`src/rtl/mod_sel_pkg.sv`:
```
// ============================================================================
//  Module      : mod_sel_pkg
//  Description : Shared types and widths for the stream selector.
//  Revision    : 1.0 - initial release
// ============================================================================
`default_nettype none

package mod_sel_pkg;

  typedef enum logic [1:0] {
    SEL_RUN   = 2'd0,
    SEL_DRAIN = 2'd1,
    SEL_GAP   = 2'd2
  } sel_state_e;

  localparam int GAP_CNT_W = 4;
  localparam int SW_CNT_W  = 16;

endpackage

`default_nettype wire

```
`src/rtl/mod_out_reg.sv`:
```
// ============================================================================
//  Module      : mod_out_reg
//  Description : One-entry valid/ready output register.
//  Revision    : 1.0 - initial release
// ============================================================================
`default_nettype none

module mod_out_reg #(
  parameter int WIDTH = 8
) (
  input  logic             clk,
  input  logic             rst,
  input  logic             i_load,
  input  logic [WIDTH-1:0] i_data,
  input  logic             i_ready,
  output logic [WIDTH-1:0] o_data,
  output logic             o_valid,
  output logic             o_free
);

  logic [WIDTH-1:0] r_data;
  logic             r_valid;

  // Free when empty or when the held beat leaves this cycle.
  assign o_free  = !r_valid || i_ready;
  assign o_data  = r_data;
  assign o_valid = r_valid;

  always_ff @(posedge clk) begin
    if (rst) begin
      r_data  <= '0;
      r_valid <= 1'b0;
    end else if (i_load) begin
      r_data  <= i_data;
      r_valid <= 1'b1;
    end else if (r_valid && i_ready) begin
      r_valid <= 1'b0;
    end
  end

endmodule

`default_nettype wire

```
`src/rtl/mod_stream_selector.sv`:
```
// ============================================================================
//  Module      : mod_stream_selector
//  Description : Routes one of NUM_SRC valid/ready streams to a registered
//                output, switching via drain + idle gap. Optional switch
//                counter port swCount when MOD_SEL_STATS_EN is defined.
//  Revision    : 1.0 - initial release
// ============================================================================
`default_nettype none

module mod_stream_selector
  import mod_sel_pkg::*;
#(
  parameter int WIDTH   = 8,
  parameter int NUM_SRC = 4,
  parameter int SEL_W   = $clog2(NUM_SRC),
  parameter int SW_GAP  = 2
) (
  input  logic                     clk,
  input  logic                     rst,
  input  logic [NUM_SRC*WIDTH-1:0] srcData,
  input  logic [NUM_SRC-1:0]       srcValid,
  output logic [NUM_SRC-1:0]       srcReady,
  input  logic                     selReq,
  input  logic [SEL_W-1:0]         selIdx,
  output logic                     selAck,
  output logic                     selErr,
  output logic [SEL_W-1:0]         curSel,
  output logic [WIDTH-1:0]         outData,
  output logic                     outValid,
  input  logic                     outReady
`ifdef MOD_SEL_STATS_EN
  ,output logic [SW_CNT_W-1:0]     swCount
`endif
);

  localparam logic [1:0]           c_ST_RUN   = SEL_RUN;
  localparam logic [1:0]           c_ST_DRAIN = SEL_DRAIN;
  localparam logic [1:0]           c_ST_GAP   = SEL_GAP;
  localparam logic [SEL_W:0]       c_NUM_SRC  = (SEL_W+1)'(NUM_SRC);
  localparam logic [GAP_CNT_W-1:0] c_GAP_LOAD = GAP_CNT_W'(SW_GAP);

  logic [1:0]           r_state;
  logic [SEL_W-1:0]     r_cur_sel;
  logic [SEL_W-1:0]     r_pend_sel;
  logic [GAP_CNT_W-1:0] r_gap_cnt;
  logic                 r_sel_ack;
  logic                 r_sel_err;

  logic [WIDTH-1:0]     w_sel_data;
  logic                 w_sel_valid;
  logic                 w_idx_bad;
  logic                 w_idx_same;
  logic                 w_switch;
  logic                 w_accept;
  logic                 w_load;
  logic                 w_out_free;
  logic                 w_gap_done;

  always_comb begin
    w_sel_data  = '0;
    w_sel_valid = 1'b0;
    for (int k = 0; k < NUM_SRC; k++) begin
      if (r_cur_sel == SEL_W'(k)) begin
        w_sel_data  = srcData[k*WIDTH +: WIDTH];
        w_sel_valid = srcValid[k];
      end
    end
  end

  // Widened compare keeps the out-of-range check meaningful for any NUM_SRC.
  assign w_idx_bad  = {1'b0, selIdx} >= c_NUM_SRC;
  assign w_idx_same = (selIdx == r_cur_sel);
  assign w_switch   = (r_state == c_ST_RUN) && selReq && !w_idx_bad && !w_idx_same;
  assign w_accept   = !rst && (r_state == c_ST_RUN) && !w_switch && w_out_free;
  assign w_load     = w_accept && w_sel_valid;
  assign w_gap_done = (r_gap_cnt <= GAP_CNT_W'(1));

  generate
    for (genvar k = 0; k < NUM_SRC; k++) begin : g_ready
      assign srcReady[k] = w_accept && (r_cur_sel == SEL_W'(k));
    end
  endgenerate

  mod_out_reg #(
    .WIDTH (WIDTH)
  ) u_out_reg (
    .clk     (clk),
    .rst     (rst),
    .i_load  (w_load),
    .i_data  (w_sel_data),
    .i_ready (outReady),
    .o_data  (outData),
    .o_valid (outValid),
    .o_free  (w_out_free)
  );

  always_ff @(posedge clk) begin
    if (rst) begin
      r_state    <= c_ST_RUN;
      r_cur_sel  <= '0;
      r_pend_sel <= '0;
      r_gap_cnt  <= '0;
      r_sel_ack  <= 1'b0;
      r_sel_err  <= 1'b0;
    end else begin
      r_sel_ack <= 1'b0;
      r_sel_err <= 1'b0;
      case (r_state)
        c_ST_RUN: begin
          if (selReq) begin
            if (w_idx_bad) begin
              r_sel_err <= 1'b1;
            end else if (w_idx_same) begin
              r_sel_ack <= 1'b1;
            end else begin
              r_pend_sel <= selIdx;
              r_state    <= c_ST_DRAIN;
            end
          end
        end
        c_ST_DRAIN: begin
          if (w_out_free) begin
            r_gap_cnt <= c_GAP_LOAD;
            r_state   <= c_ST_GAP;
          end
        end
        c_ST_GAP: begin
          // A zero or one count both finish here, so a zero gap is one cycle.
          if (w_gap_done) begin
            r_cur_sel <= r_pend_sel;
            r_sel_ack <= 1'b1;
            r_gap_cnt <= '0;
            r_state   <= c_ST_RUN;
          end else begin
            r_gap_cnt <= r_gap_cnt - GAP_CNT_W'(1);
          end
        end
        default: r_state <= c_ST_RUN;
      endcase
    end
  end

  assign selAck = r_sel_ack;
  assign selErr = r_sel_err;
  assign curSel = r_cur_sel;

`ifdef MOD_SEL_STATS_EN
  logic [SW_CNT_W-1:0] r_sw_count;

  always_ff @(posedge clk) begin
    if (rst) begin
      r_sw_count <= '0;
    end else if ((r_state == c_ST_GAP) && w_gap_done && (r_sw_count != '1)) begin
      r_sw_count <= r_sw_count + SW_CNT_W'(1);
    end
  end

  assign swCount = r_sw_count;
`endif

endmodule

`default_nettype wire

```
`config.mk`:
```
export PLATFORM = sky130hd
export DESIGN_NAME = mod_stream_selector
export DESIGN_NICKNAME = d
export VERILOG_FILES = /design/src/rtl/mod_sel_pkg.sv /design/src/rtl/mod_out_reg.sv /design/src/rtl/mod_stream_selector.sv
export SDC_FILE = /design/constraint.sdc
export NUM_CORES = 1
export LEC_CHECK = 0
export BUFFER_PORTS_ARGS = -buffer_cell sky130_fd_sc_hd__clkbuf_2
export CAP_MARGIN = 20
export CELL_PAD_IN_SITES_DETAIL_PLACEMENT = 0
export CELL_PAD_IN_SITES_GLOBAL_PLACEMENT = 1
export CORE_MARGIN = 2
export CORE_UTILIZATION = 30
export CTS_CLUSTER_DIAMETER = 120
export CTS_CLUSTER_SIZE = 20
export DETAILED_ROUTE_END_ITERATION = 6
export HOLD_SLACK_MARGIN = 0.03
export PLACE_DENSITY_LB_ADDON = 0.1
export SLEW_MARGIN = 40
export SYNTH_ARGS = -nofsm -noshare
export SYNTH_HDL_FRONTEND = slang
export SYNTH_HIERARCHICAL = 1
export SYNTH_SLANG_ARGS = --single-unit
export TNS_END_PERCENT = 100
```
`constraint.sdc`:
```
create_clock -name clk -period 1.5 [get_ports clk]
set_input_delay 0.15 -clock clk [delete_from_list [all_inputs] [get_ports clk]]
set_output_delay 0.15 -clock clk [all_outputs]
set_load 0.005 [all_outputs]
```
# Word-level counts from Yosys, hierarchy flattened

Index checks and enable logic that the tools add are counted.

Flip-flop bits (word level): 20

Equality and inequality tests: 10
Bitwise operators: 1
Reductions and logical operators: 24
Add/sub/neg operators: 1
Muxes and demuxes: 22
$lt $le $gt $ge: 1

Operators by type and width:

| cell                  | number |
|---|---|
| $mux W8               | 4 |
| $logic_and A1 B1 Y1   | 11 |
| $mux W1               | 9 |
| $mux W2               | 4 |
| $mux W4               | 2 |
| $ne A2 B2 Y1 const B  | 4 |
| $pmux W4 S2           | 1 |
| $eq A2 B2 Y1 const B  | 3 |
| $pmux W2 S3           | 1 |
| $eq A2 B1 Y1 const B  | 2 |
| $le A4 B1 Y1 const B  | 1 |
| $logic_not A1 Y1      | 4 |
| $logic_not A2 Y1      | 2 |
| $reduce_and A2 Y1     | 2 |
| $reduce_and A4 Y1     | 1 |
| $reduce_bool A2 Y1    | 2 |
| $sub A4 B1 Y4 const B | 1 |
| $reduce_and A3 Y1     | 1 |
| $eq A2 B2 Y1          | 1 |
| $pmux W1 S2           | 1 |
| $logic_or A1 B1 Y1    | 1 |
| $not A1 Y1            | 1 |

# Depth between registers and ports, before layout

Depth after elaboration: 8
Gate-level depth with buffers: 7

# Cells and area by module

The synthesis kept the hierarchy.

By module, submodules not included:

| module              | instances | cells each | sequential area each (um^2) | area each (um^2) |
|---|---|---|---|---|
| mod_stream_selector | 1         | 87         | 220.2                       | 904.6 |
| mod_out_reg         | 1         | 30         | 180.2                       | 321.6 |

# Worst setup path after synthesis

OpenSTA, ideal clock, no wires.

Kind: reg2reg
From: register r_gap_cnt[0]
To: register r_gap_cnt[1]
Period minus slack after synthesis: 1.600 ns
Data arrival time: 1.496 ns
Data required time: 1.397 ns
Slack: -0.100 ns
Cell stages (with the launch flop): 7
Cells stage by stage: dfxtp_1 inv_1 ha_1 or2_1 clkbuf_2 and3_1 a2111oi_2

Longest elaborated chain between the ends: 3
Elaborated cells on any way between the ends: 4
Classes of those cells: 1 x add/sub; 1 x order compare; 2 x mux

Ends and longest elaborated chain:

| what                                          | line                                                  | text |
|---|---|---|
| from (decl)                                   | mod_stream_selector.sv:45                             | `logic [GAP_CNT_W-1:0] r_gap_cnt;` |
| from (signal assigned)                        | mod_stream_selector.sv:123                            | `r_gap_cnt <= c_GAP_LOAD;` |
| from (signal assigned)                        | mod_stream_selector.sv:135                            | `r_gap_cnt <= r_gap_cnt - GAP_CNT_W'(1);` |
| $sub A4 B1 Y4 or $le A4 B1 Y1 (tied branches) | mod_stream_selector.sv:135, mod_stream_selector.sv:76 |  |
| $mux W4 (*)                                   | mod_stream_selector.sv:129                            | `if (w_gap_done) begin` |
| $pmux W4 S2 (*)                               | mod_stream_selector.sv:108                            | `case (r_state)` |

Mark *: on every way between the ends. The rest lies on a longest branch, timed or not.
A chain may end at the register's enable or synchronous reset.

# Final worst setup path

From: register r_cur_sel[0], in the netlist curSel[0]
To: output port srcReady[3]

Longest elaborated chain between the ends: 7
Elaborated cells on any way between the ends: 8
Classes of those cells: 2 x eq/ne; 6 x reduce/logical

Ends and longest elaborated chain:

| what                             | line                       | text |
|---|---|---|
| from (decl)                      | mod_stream_selector.sv:43  | `logic [SEL_W-1:0] r_cur_sel;` |
| from (signal assigned)           | mod_stream_selector.sv:130 | `r_cur_sel <= r_pend_sel;` |
| $eq A2 B2 Y1                     | mod_stream_selector.sv:72  | `assign w_idx_same = (selIdx == r_cur_sel);` |
| $logic_not A1 Y1                 | mod_stream_selector.sv:73  | `assign w_switch = (r_state == c_ST_RUN) && selReq && !w_idx_bad && !w_idx_same;` |
| $logic_and A1 B1 Y1              | mod_stream_selector.sv:73  |  |
| $logic_not A1 Y1                 | mod_stream_selector.sv:74  | `assign w_accept = !rst && (r_state == c_ST_RUN) && !w_switch && w_out_free;` |
| $logic_and A1 B1 Y1 (2 in a row) | mod_stream_selector.sv:74  |  |
| $logic_and A1 B1 Y1 (*)          | mod_stream_selector.sv:80  | `assign srcReady[k] = w_accept && (r_cur_sel == SEL_W'(k));` |
| to (decl)                        | mod_stream_selector.sv:22  | `output logic [NUM_SRC-1:0] srcReady,` |

Marked as above.

==> results.md <==
- Status: finished with violations
- Violated checks: negative setup slack
- Root Driver: clkbuf_8
- Max_cap viols: 0
- CP arrival: 1.41 ns
- CP Capture Type: output pin
- Fin crit period: 1.56 ns
- Row count: 23
- Post-DP HPWL: about 2600 um
- Number of global-route vias before repair: 1,184
- Antenna-violating nets left: 0
- Core area: 0.00397 sq mm
- Critical Path RT: 1.35 ns
- H-tree Lvls: 1
- Share of layout cells above drive strength 1: 61.8%
- Syn avg cell area: roughly 10 sq um
- Diodes inserted: 0
- HP Start: selIdx[1]
- R2R setup slack: -0.03 ns
- Worst R2R End: u_out_reg/o_data[2]$_SDFFE_PP0P_
- Clk_lat worst skew: 0.26 ns
- CP Launch Type: flip-flop
- Area of the multi-input gates: 827 sq um
- DR iter-0 viols: 29
- Total gr overflow: 0
- I/O Buffers: 57
- Pin count of the biggest net entering global routing: 18
- First-pass GRT wire length: 5280 um
- Hold Vio Cnt, Final: 0
- Post-synthesis sequential area ratio: about a third
- Vias/cell: between 4 and 5
- Most frequent cells in the layout: clkbuf_2, buf_4, dfxtp_1
- Utilization after layout: 48.1%
- Area Overhead vs Synth: 55.7%
- WHS: 0.160 ns
- Seq cells post-synth: 20
- PnR worst setup slack: -0.0605 ns
- Yosys warnings: 6
- FILL cells: 400
- Clk_skew: approximately 0.0067 ns
- Power Density: approximately 700 mW/mm^2
- Avg WL per Cell: roughly 13 um
- CTS tree: built
- GRT Total Usage: 15.2%
- Pwr Total: approximately 1.3 mW
- Setup TNS Final: -0.313 ns
- Final WL: 3350 um
- Fin. max-slew vios: 0
- Initial antenna violation count: 0
- Critical path buffers and inverters: 2
- Die Width: 67.9 um
- Crit Path Category: flip-flop to output pin
- CP top delay family: flip-flops
- DR vias: approximately 1,200
- Longest Clk Path Bufs: 2
- CTS Buf Count: 3
- Worst-path fanout max: 4
- Post-Syn Instances: 117
- Synth unique cells: 35
- Final period util: 104%
- Post-synthesis net count: 161
- DIE AREA: 0.00461 sq mm
- Max Freq: 0.641 GHz
- VDD IR max: 0.547 mV
- Pre-Repair DR Iteration Count: 4
- Sequential Area: 413 sq um
- Post-synthesis cell area: 0.00123 sq mm
- Critical path, cell by cell: xnor2_4 -> a21oi_2 -> buf_6 -> nor4bb_4 -> buf_2
- RSZ-0062 raised after global routing: true
- RD Place Congestion: 0.747
- CTS clk-pin slew, worst paths: 0.08 ns
- Ports: 59
- Hold endpoint: r_pend_sel[1]$_SDFFE_PP0P_
- Starting Density: slightly above 30%
- Most common cell after layout, fill and taps aside: clkbuf_2
- Residual DRC: 0
- Final setup vio count: 12
- Hold Crit Class: input pin to flip-flop
- CP max stage delay: 0.38 ns
- Hold path depth: 3
- Worst-case reg-to-reg path depth: 7
- Reg-to-reg startpoint: curSel[0]$_SDFFE_PP0P_
- LEAKAGE: 0.838 nW
- Nets: 244
- Setup slack after placement: -0.375 ns
- Die height: around 68 um
- Clock sink count: 20
- CP max-delay cell: dfxtp_4
## area by class of cell
type                            count  share of cell area (%)
Multi-Input combinational cell     82                    43.3
Timing Repair Buffer               88                    27.9
Sequential cell                    20                    21.6
Tap cell                           50                    3.28
Clock buffer                        4                    2.88
Inverter                            5                   0.983
## kinds of logic (layout without fill, tap and decap cells)
logic type | Yosys count | after routing | share of synthesized area (%)
other | 1 | 1 | 0.306
AOI/OAI and AO/OA | 18 | 18 | 12.7
xor gates and xnor gates | 2 | 2 | 2.65
and+or+nand+nor | 40 | 40 | 18.3
DFF | 20 | 20 | 32.7
buffers and inverters | 15 | 97 | 6.73
muxes | 19 | 19 | 24.7
adders and majority gates | 2 | 2 | 2.04
## per-layer routing
metal	part of all wire (%)	GRT usage, %	wire, um	vias up
met5	0	0	0	-
met4	1.1	3.75	38	0
met3	5.5	4.28	184	6
met2	51	27.7	1700	35
met1	43	17.5	1430	576
li1	-	-	-	599
## how the worst max path moves through the flow
stage | start | to | slack (ns) | depth (start not counted)
2_1_floorplan | curSel[0]$_SDFFE_PP0P_ | u_out_reg/o_data[0]$_SDFFE_PP0P_ | -0.02 | 6
3_3_place_gp | curSel[0]$_SDFFE_PP0P_ | u_out_reg/o_data[7]$_SDFFE_PP0P_ | -0.29 | 4
3_5_place_dp | curSel[1]$_SDFFE_PP0P_ | u_out_reg/o_data[1]$_SDFFE_PP0P_ | -0.37 | 5
4_1_cts | curSel[1]$_SDFFE_PP0P_ | srcReady[3] | -0.11 | 5
5_1_grt | curSel[1]$_SDFFE_PP0P_ | srcReady[3] | -0.15 | 5
6_report | curSel[0]$_SDFFE_PP0P_ | srcReady[3] | -0.06 | 5
## sequential cells by signal (all words and copies together), names as in the netlist
| register | count |
|---|---|
| u_out_reg/o_data | 8 |
| r_gap_cnt | 4 |
| curSel | 2 |
| r_pend_sel | 2 |
| r_state | 2 |
| selAck | 1 |
| u_out_reg/o_valid | 1 |
## tightest hold or removal path, cell delays in order
cell	delay [ns]
clkbuf_2	0.11
nand2_1	0.06
mux2i_1	0.05
## where the power goes
group	leakage, nW	internal [mW]	switching, mW
clock	0.0288	0.234	0.185
sequential	0.166	0.555	0.0189
combinational	0.643	0.194	0.141
total	0.838	0.983	0.346
## cells in the mapped netlist
master     count  share of area, %
dfxtp_1       20                33
nor2_1        11               3.4
mux2i_1       10               8.2
mux4_2         9                17
a21oi_1        8               3.3
inv_1          5               1.5
buf_4          4               2.4
nand2_1        4               1.2
nand3_1        4               1.6
nand4_1        3               1.5
o41ai_1        3               2.1
a2111oi_2      2               2.4
and3b_1        2               1.4
clkbuf_1       2              0.61
clkbuf_2       2              0.82
ha_1           2               2.0
nand2b_1       2               1.0
nand3b_1       2               1.2
nor2b_1        2               1.0
nor3_1         2              0.82
nor3b_1        2               1.2
nor4b_1        2               1.4
xnor2_2        2               2.7
a2111oi_4      1               2.2
a211o_1        1              0.71
a21o_1         1              0.61
and3_1         1              0.51
buf_2          1              0.41
buf_6          1              0.92
conb_1         1              0.31
nor4_1         1              0.51
nor4bb_1       1              0.82
o211a_1        1              0.82
o21ai_0        1              0.41
or2_1          1              0.51
## through the flow
| stage | instances | cell area, sq um |
|---|---|---|
| floorplan | 117 | 1250 |
| global placement | 235 | 1690 |
| detailed placement | 235 | 1690 |
| CTS | 248 | 1850 |
| global route | 249 | 1910 |
| finish | 249 | 1910 |
## what timing repair did
item,4_1_cts,5_1_grt
buffers inserted,9,2
setup endpoints to repair,13,17
hold buffers,0,0
resized for setup,10,13
hold endpoints to repair,0,0
pin swaps,6,4
Note: power is estimated with default switching activity, not from simulation.
